$ cat src/rtl/qif_syn_current_8b.sv
// Synaptic current stage feeding the QIF neuron: buffers presynaptic spike events,
// then on each tick applies exponential decay plus one event weight, saturated to 8 bits.
module qif_syn_current_8b #(
   parameter int DECAY_SHIFT = 2,
   parameter int FIFO_DEPTH  = 4,
   parameter int N_SYN       = 4,
   localparam int AW = (N_SYN > 1) ? $clog2(N_SYN) : 1,
   localparam int PW = (FIFO_DEPTH > 1) ? $clog2(FIFO_DEPTH) : 1,
   localparam int CW = PW + 1
) (
   input  logic               clk,
   input  logic               reset,
   input  logic               tick,
   input  logic               ev_valid,
   input  logic [AW-1:0]      ev_addr,
   output logic               ev_ready,
   input  logic               w_we,
   input  logic [AW-1:0]      w_addr,
   input  logic signed [7:0]  w_data,
   input  logic               sat_clr,
   output logic signed [7:0]  I_syn,
   output logic [CW-1:0]      fifo_count,
   output logic               sat_flag
);

   logic signed [7:0] w_mem [N_SYN];
   logic [AW-1:0]     fifo_mem [FIFO_DEPTH];
   logic [PW-1:0]     wr_ptr, rd_ptr;

   logic              full, push, pop, ovf;
   logic signed [7:0] decay, head_w, i_nxt;
   logic signed [9:0] cur_ext, decay_ext, add_ext, sum;

   assign full     = (fifo_count == CW'(FIFO_DEPTH));
   assign ev_ready = !full;
   assign push     = ev_valid && ev_ready;
   assign pop      = tick && (fifo_count != '0);
   assign head_w   = w_mem[fifo_mem[rd_ptr]];

   // 10-bit sum cannot wrap: worst cases are 127-31+127 and -128+32-128.
   always_comb begin
      decay     = I_syn >>> DECAY_SHIFT;
      cur_ext   = {{2{I_syn[7]}}, I_syn};
      decay_ext = {{2{decay[7]}}, decay};
      add_ext   = pop ? {{2{head_w[7]}}, head_w} : '0;
      sum       = cur_ext - decay_ext + add_ext;
      ovf       = (sum[9:7] != 3'b000) && (sum[9:7] != 3'b111);
      i_nxt     = sum[7:0];
      if (ovf)
         i_nxt = sum[9] ? 8'sh80 : 8'sh7f;
   end

   always_ff @(posedge clk) begin
      if (reset) begin
         I_syn      <= '0;
         sat_flag   <= 1'b0;
         fifo_count <= '0;
         wr_ptr     <= '0;
         rd_ptr     <= '0;
         for (int i = 0; i < N_SYN; i++)
            w_mem[i] <= '0;
      end else begin
         if (tick)
            I_syn <= i_nxt;

         if (tick && ovf)
            sat_flag <= 1'b1;
         else if (sat_clr)
            sat_flag <= 1'b0;

         if (w_we)
            w_mem[w_addr] <= w_data;

         if (push) begin
            fifo_mem[wr_ptr] <= ev_addr;
            wr_ptr           <= wr_ptr + PW'(1);
         end
         if (pop)
            rd_ptr <= rd_ptr + PW'(1);

         case ({push, pop})
            2'b10:   fifo_count <= fifo_count + CW'(1);
            2'b01:   fifo_count <= fifo_count - CW'(1);
            default: fifo_count <= fifo_count;
         endcase
      end
   end

endmodule

$ cat config.mk
export PLATFORM = sky130hd
export DESIGN_NAME = qif_syn_current_8b
export DESIGN_NICKNAME = d
export VERILOG_FILES = /design/src/rtl/qif_syn_current_8b.sv
export SDC_FILE = /design/constraint.sdc
export NUM_CORES = 1
export LEC_CHECK = 0
export ABC_AREA = 0
export CAP_MARGIN = 5
export CORE_MARGIN = 2
export CORE_UTILIZATION = 29
export CTS_CLUSTER_DIAMETER = 30
export CTS_CLUSTER_SIZE = 20
export DETAILED_ROUTE_END_ITERATION = 10
export SETUP_SLACK_MARGIN = 0.15
export SLEW_MARGIN = 10
export SYNTH_ARGS = -nofsm -noshare
export SYNTH_HDL_FRONTEND = slang
export SYNTH_SLANG_ARGS = --single-unit
$ cat constraint.sdc
create_clock -name clk -period 4.2 [get_ports clk]
set_input_delay 0.84 -clock clk [delete_from_list [all_inputs] [get_ports clk]]
set_output_delay 0.84 -clock clk [all_outputs]
set_load 0.01 [all_outputs]
==> implementation parameters <==
Parameter                              Value

Outcome
  Status ... completed

Critical path
  Setup slack of the most critical reg-to-reg path ... 0.41 ns
  Cell breakdown of the critical path ... mux4_2 > mux4_2 > nand2_1 > fa_1 > inv_1 > ha_1 > a211oi_2 > o21ai_2 > and4_4 > nor3_4 > a31oi_4 > o221a_1
  Logic depth of the worst register-to-register path ... 12
  Critical Path Source Type ... flop
  Critical path buffers and inverters ... 1
  Most common cell type on the critical path ... sky130_fd_sc_hd__mux4_2
  Largest stage delay, worst path ... 0.69 ns
  Crit path max-delay cell type ... sky130_fd_sc_hd__mux4_2
  Kind of cell adding the most delay to the critical path ... multiplexers
  Arrival time at the worst endpoint ... 4.00 ns
  Worst path required time ... 4.41 ns
  Total stage count of the critical path ... 12
  Kind of critical path ... reg2reg
  Max Fanout on Critical Path ... 8
  Crit. End Element ... flop

Final layout
  Final-stage net count ... 342
  Most common library cell in the layout ignoring fill and taps ... sky130_fd_sc_hd__edfxtp_1
  Ant. Diodes ... 0
  Commonest cells after routing, fill and taps aside ... sky130_fd_sc_hd__edfxtp_1, sky130_fd_sc_hd__and2_1, sky130_fd_sc_hd__clkdlybuf4s50_1, sky130_fd_sc_hd__inv_1, sky130_fd_sc_hd__dfxtp_1
  Filler cell count ... 1,084
  Design Area, Final ... 0.00388 mm2
  Layout overhead on the synthesized area ... 23.0%
  Share of post-route cells with drive strength above 1 ... 0.140

STA
  Setup Skew ... 0.00687 ns
  Setup total negative slack ... 0 ns
  Final-report max-slew violation count ... 0
  Worst slew margin ... 0.765
  Worst Setup Slack, final ... 0.412 ns
  Crit path time final ... 3.79 ns
  Slew at the pin closest to its max-slew limit ... 0.350 ns
  Final Hold Slack ... 0.483 ns
  Unrepaired setup endpoints after global routing ... false
  Final-report setup violation count ... 0
  Tcrit/Tclk final ... 0.902
  Count of endpoints failing hold in the final timing report ... 0
  Fmax ... 0.264 GHz

Pwr
  Worst voltage drop across the vdd grid ... 0.308 mV
  P per Cell Area ... 830 mW/mm2
  Leakage Power ... 1.48 nW
  Overall power after layout ... 3.22 mW

Floorplan
  Die X-Extent ... 108 um
  Die Outline Area ... 0.0117 mm2
  Std cell rows ... 38
  Effective utilization at floorplan ... 0.294
  Height of the die ... 108 um
  Core Box Area ... 0.0107 mm2
  Number of top-level pins ... 31

Logic synthesis
  Sequential share of the synthesized area ... 0.495
  Number of warnings issued by yosys ... 0
  Mapped cell area ... 0.00316 mm2
  Flops & latches, synth ... 58
  Dominant register cell in the synthesized netlist ... sky130_fd_sc_hd__edfxtp_1
  Distinct cells, synth ... 47
  Number of instances in the synthesized netlist ... 262
  EDFF count, synth ... 40
  Mean post-synth cell area ... 12.0 um2
  Syn_nets ... 302
  Share of flip-flops with an asynchronous set or reset ... 0

Clocking
  Number of gates resized after cts ... 0
  Count of hold buffers inserted by post-cts repair ... 0
  H-tree level count ... 3
  CTS tree ... yes
  Clk pin slew, worst setup/hold paths ... 0.06 ns
  # clock sinks ... 58
  Worst-Skew Late Latency ... 0.33 ns
  Post-CTS setup-driven buffer insertion count ... 0
  Max clock buf depth ... 2
  Cell chosen for the clock root ... sky130_fd_sc_hd__clkbuf_8
  Inserted Clock Buffers ... 9

Run
  Max-capacitance violation count ... 0

Routing
  Iteration-0 DRC count of the detailed router ... 42
  Number of nets with antenna violations after detailed routing ... 0
  Routed vias/inst ... 4.40
  Wire length per cell after detailed routing ... 13.7 um
  Routed vias ... 1,967
  Drt total wl ... 6.11 mm
  DRC violations left ... 0
  1st-pass router iterations ... 4

Placement
  Last weighted congestion value of the routability-driven placer ... 0.877
  Pre-CTS setup slack ... 0.134 ns
  Half-perimeter wire length after detailed placement ... 4.63 mm
  Cell Area, Placed ... 0.00364 mm2
  Number of buffer cells added on primary ports ... 30

Global routing
  Remaining global-route overflow ... 0
  First-pass GRT wire length ... 10.2 mm
  Largest net degree at the start of global routing ... 21
  Number of global-route vias before repair ... 2,112
  Initial antenna violation count ... 0
  Total Routing Usage GR ... 0.116

Hold path
  Worst min path class ... reg2reg
  Cell count of the worst hold path ... 2
  Worst min-delay path startpoint ... sat_flag$_SDFFE_PP0P_
area by class of cell:
type	instances	area [um2]	share of cell area
clock inverter	6	105	0.0271
inverter	29	109	0.0280
clock buffer	10	128	0.0329
multi-input combinational	167	1450	0.374
timing repair buffer	37	353	0.0909
tap	140	175	0.0451
sequential	58	1560	0.402
logic make-up after synthesis:
kind of cell             after synthesis  share of synthesized area
AO/OA/AOI/OAI                         35                     0.0919
buffers and inverters                 37                     0.0456
multiplexers                          11                     0.0745
adder cells (fa/ha/maj)               22                      0.106
AND/OR/NAND/NOR                       88                      0.157
XOR/XNOR                              11                     0.0305
flip-flops                            58                      0.495
power by group:
part	total, mW	internal, mW	switching [mW]
clock	0.602	0.390	0.211
sequential	0.793	0.710	0.0835
combinational	1.83	0.864	0.962
synth_stat cells, drive strengths merged, types with 3 or more instances:
cell type / number / area (um2)
o31ai: 3 / 27.5
fa: 8 / 160
or2: 4 / 25.0
nor2: 17 / 63.8
mux4: 10 / 225
a21oi: 10 / 53.8
xor2: 4 / 35.0
nor3: 3 / 26.3
clkbuf: 6 / 22.5
dfxtp: 18 / 360
nand2: 13 / 48.8
nor2b: 4 / 25.0
inv: 29 / 109
o21ai: 3 / 18.8
nand2b: 3 / 18.8
xnor2: 7 / 61.3
ha: 14 / 175
and2: 37 / 234
edfxtp: 40 / 1200
o221a: 5 / 56.3
final timing paths:
kind | endpoint
worst max-delay path | I_syn[3]$_SDFFE_PP0P_
worst min-delay path | sat_flag$_SDFFE_PP0P_
worst max register to register | I_syn[3]$_SDFFE_PP0P_
worst min register to register | sat_flag$_SDFFE_PP0P_
worst reg2reg max path: cells and delay by family (launching register included):
| kind | cells | cell delay (ns) |
|---|---|---|
| buffers and inverters | 1 | 0.06 |
| AOI/OAI and AO/OA | 4 | 0.70 |
| muxes | 2 | 1.09 |
| adders and majority gates | 2 | 0.86 |
| DFF | 1 | 0.38 |
| and+or+nand+nor | 3 | 0.61 |
flip-flops by register name (all words and copies together), names as in the netlist, named ones only:
register    count
I_syn           8
w_mem          32
fifo_mem        8
rd_ptr          2
sat_flag        1
wr_ptr          2
fifo_count      3
stage by stage:
step	instances	util
global placement	430	0.339
CTS	446	0.361
finish	447	0.361
floorplan	262	-
global route	447	0.361
detailed placement	430	0.339
metal layers:
metal	vias to the layer above	GRT usage	wire, um
met5	-	0	0
met4	0	0.0430	75
met3	12	0.0344	258
met2	32	0.198	3120
met1	926	0.137	2660
li1	997	-	-
Note: power is estimated with default switching activity, not from simulation.
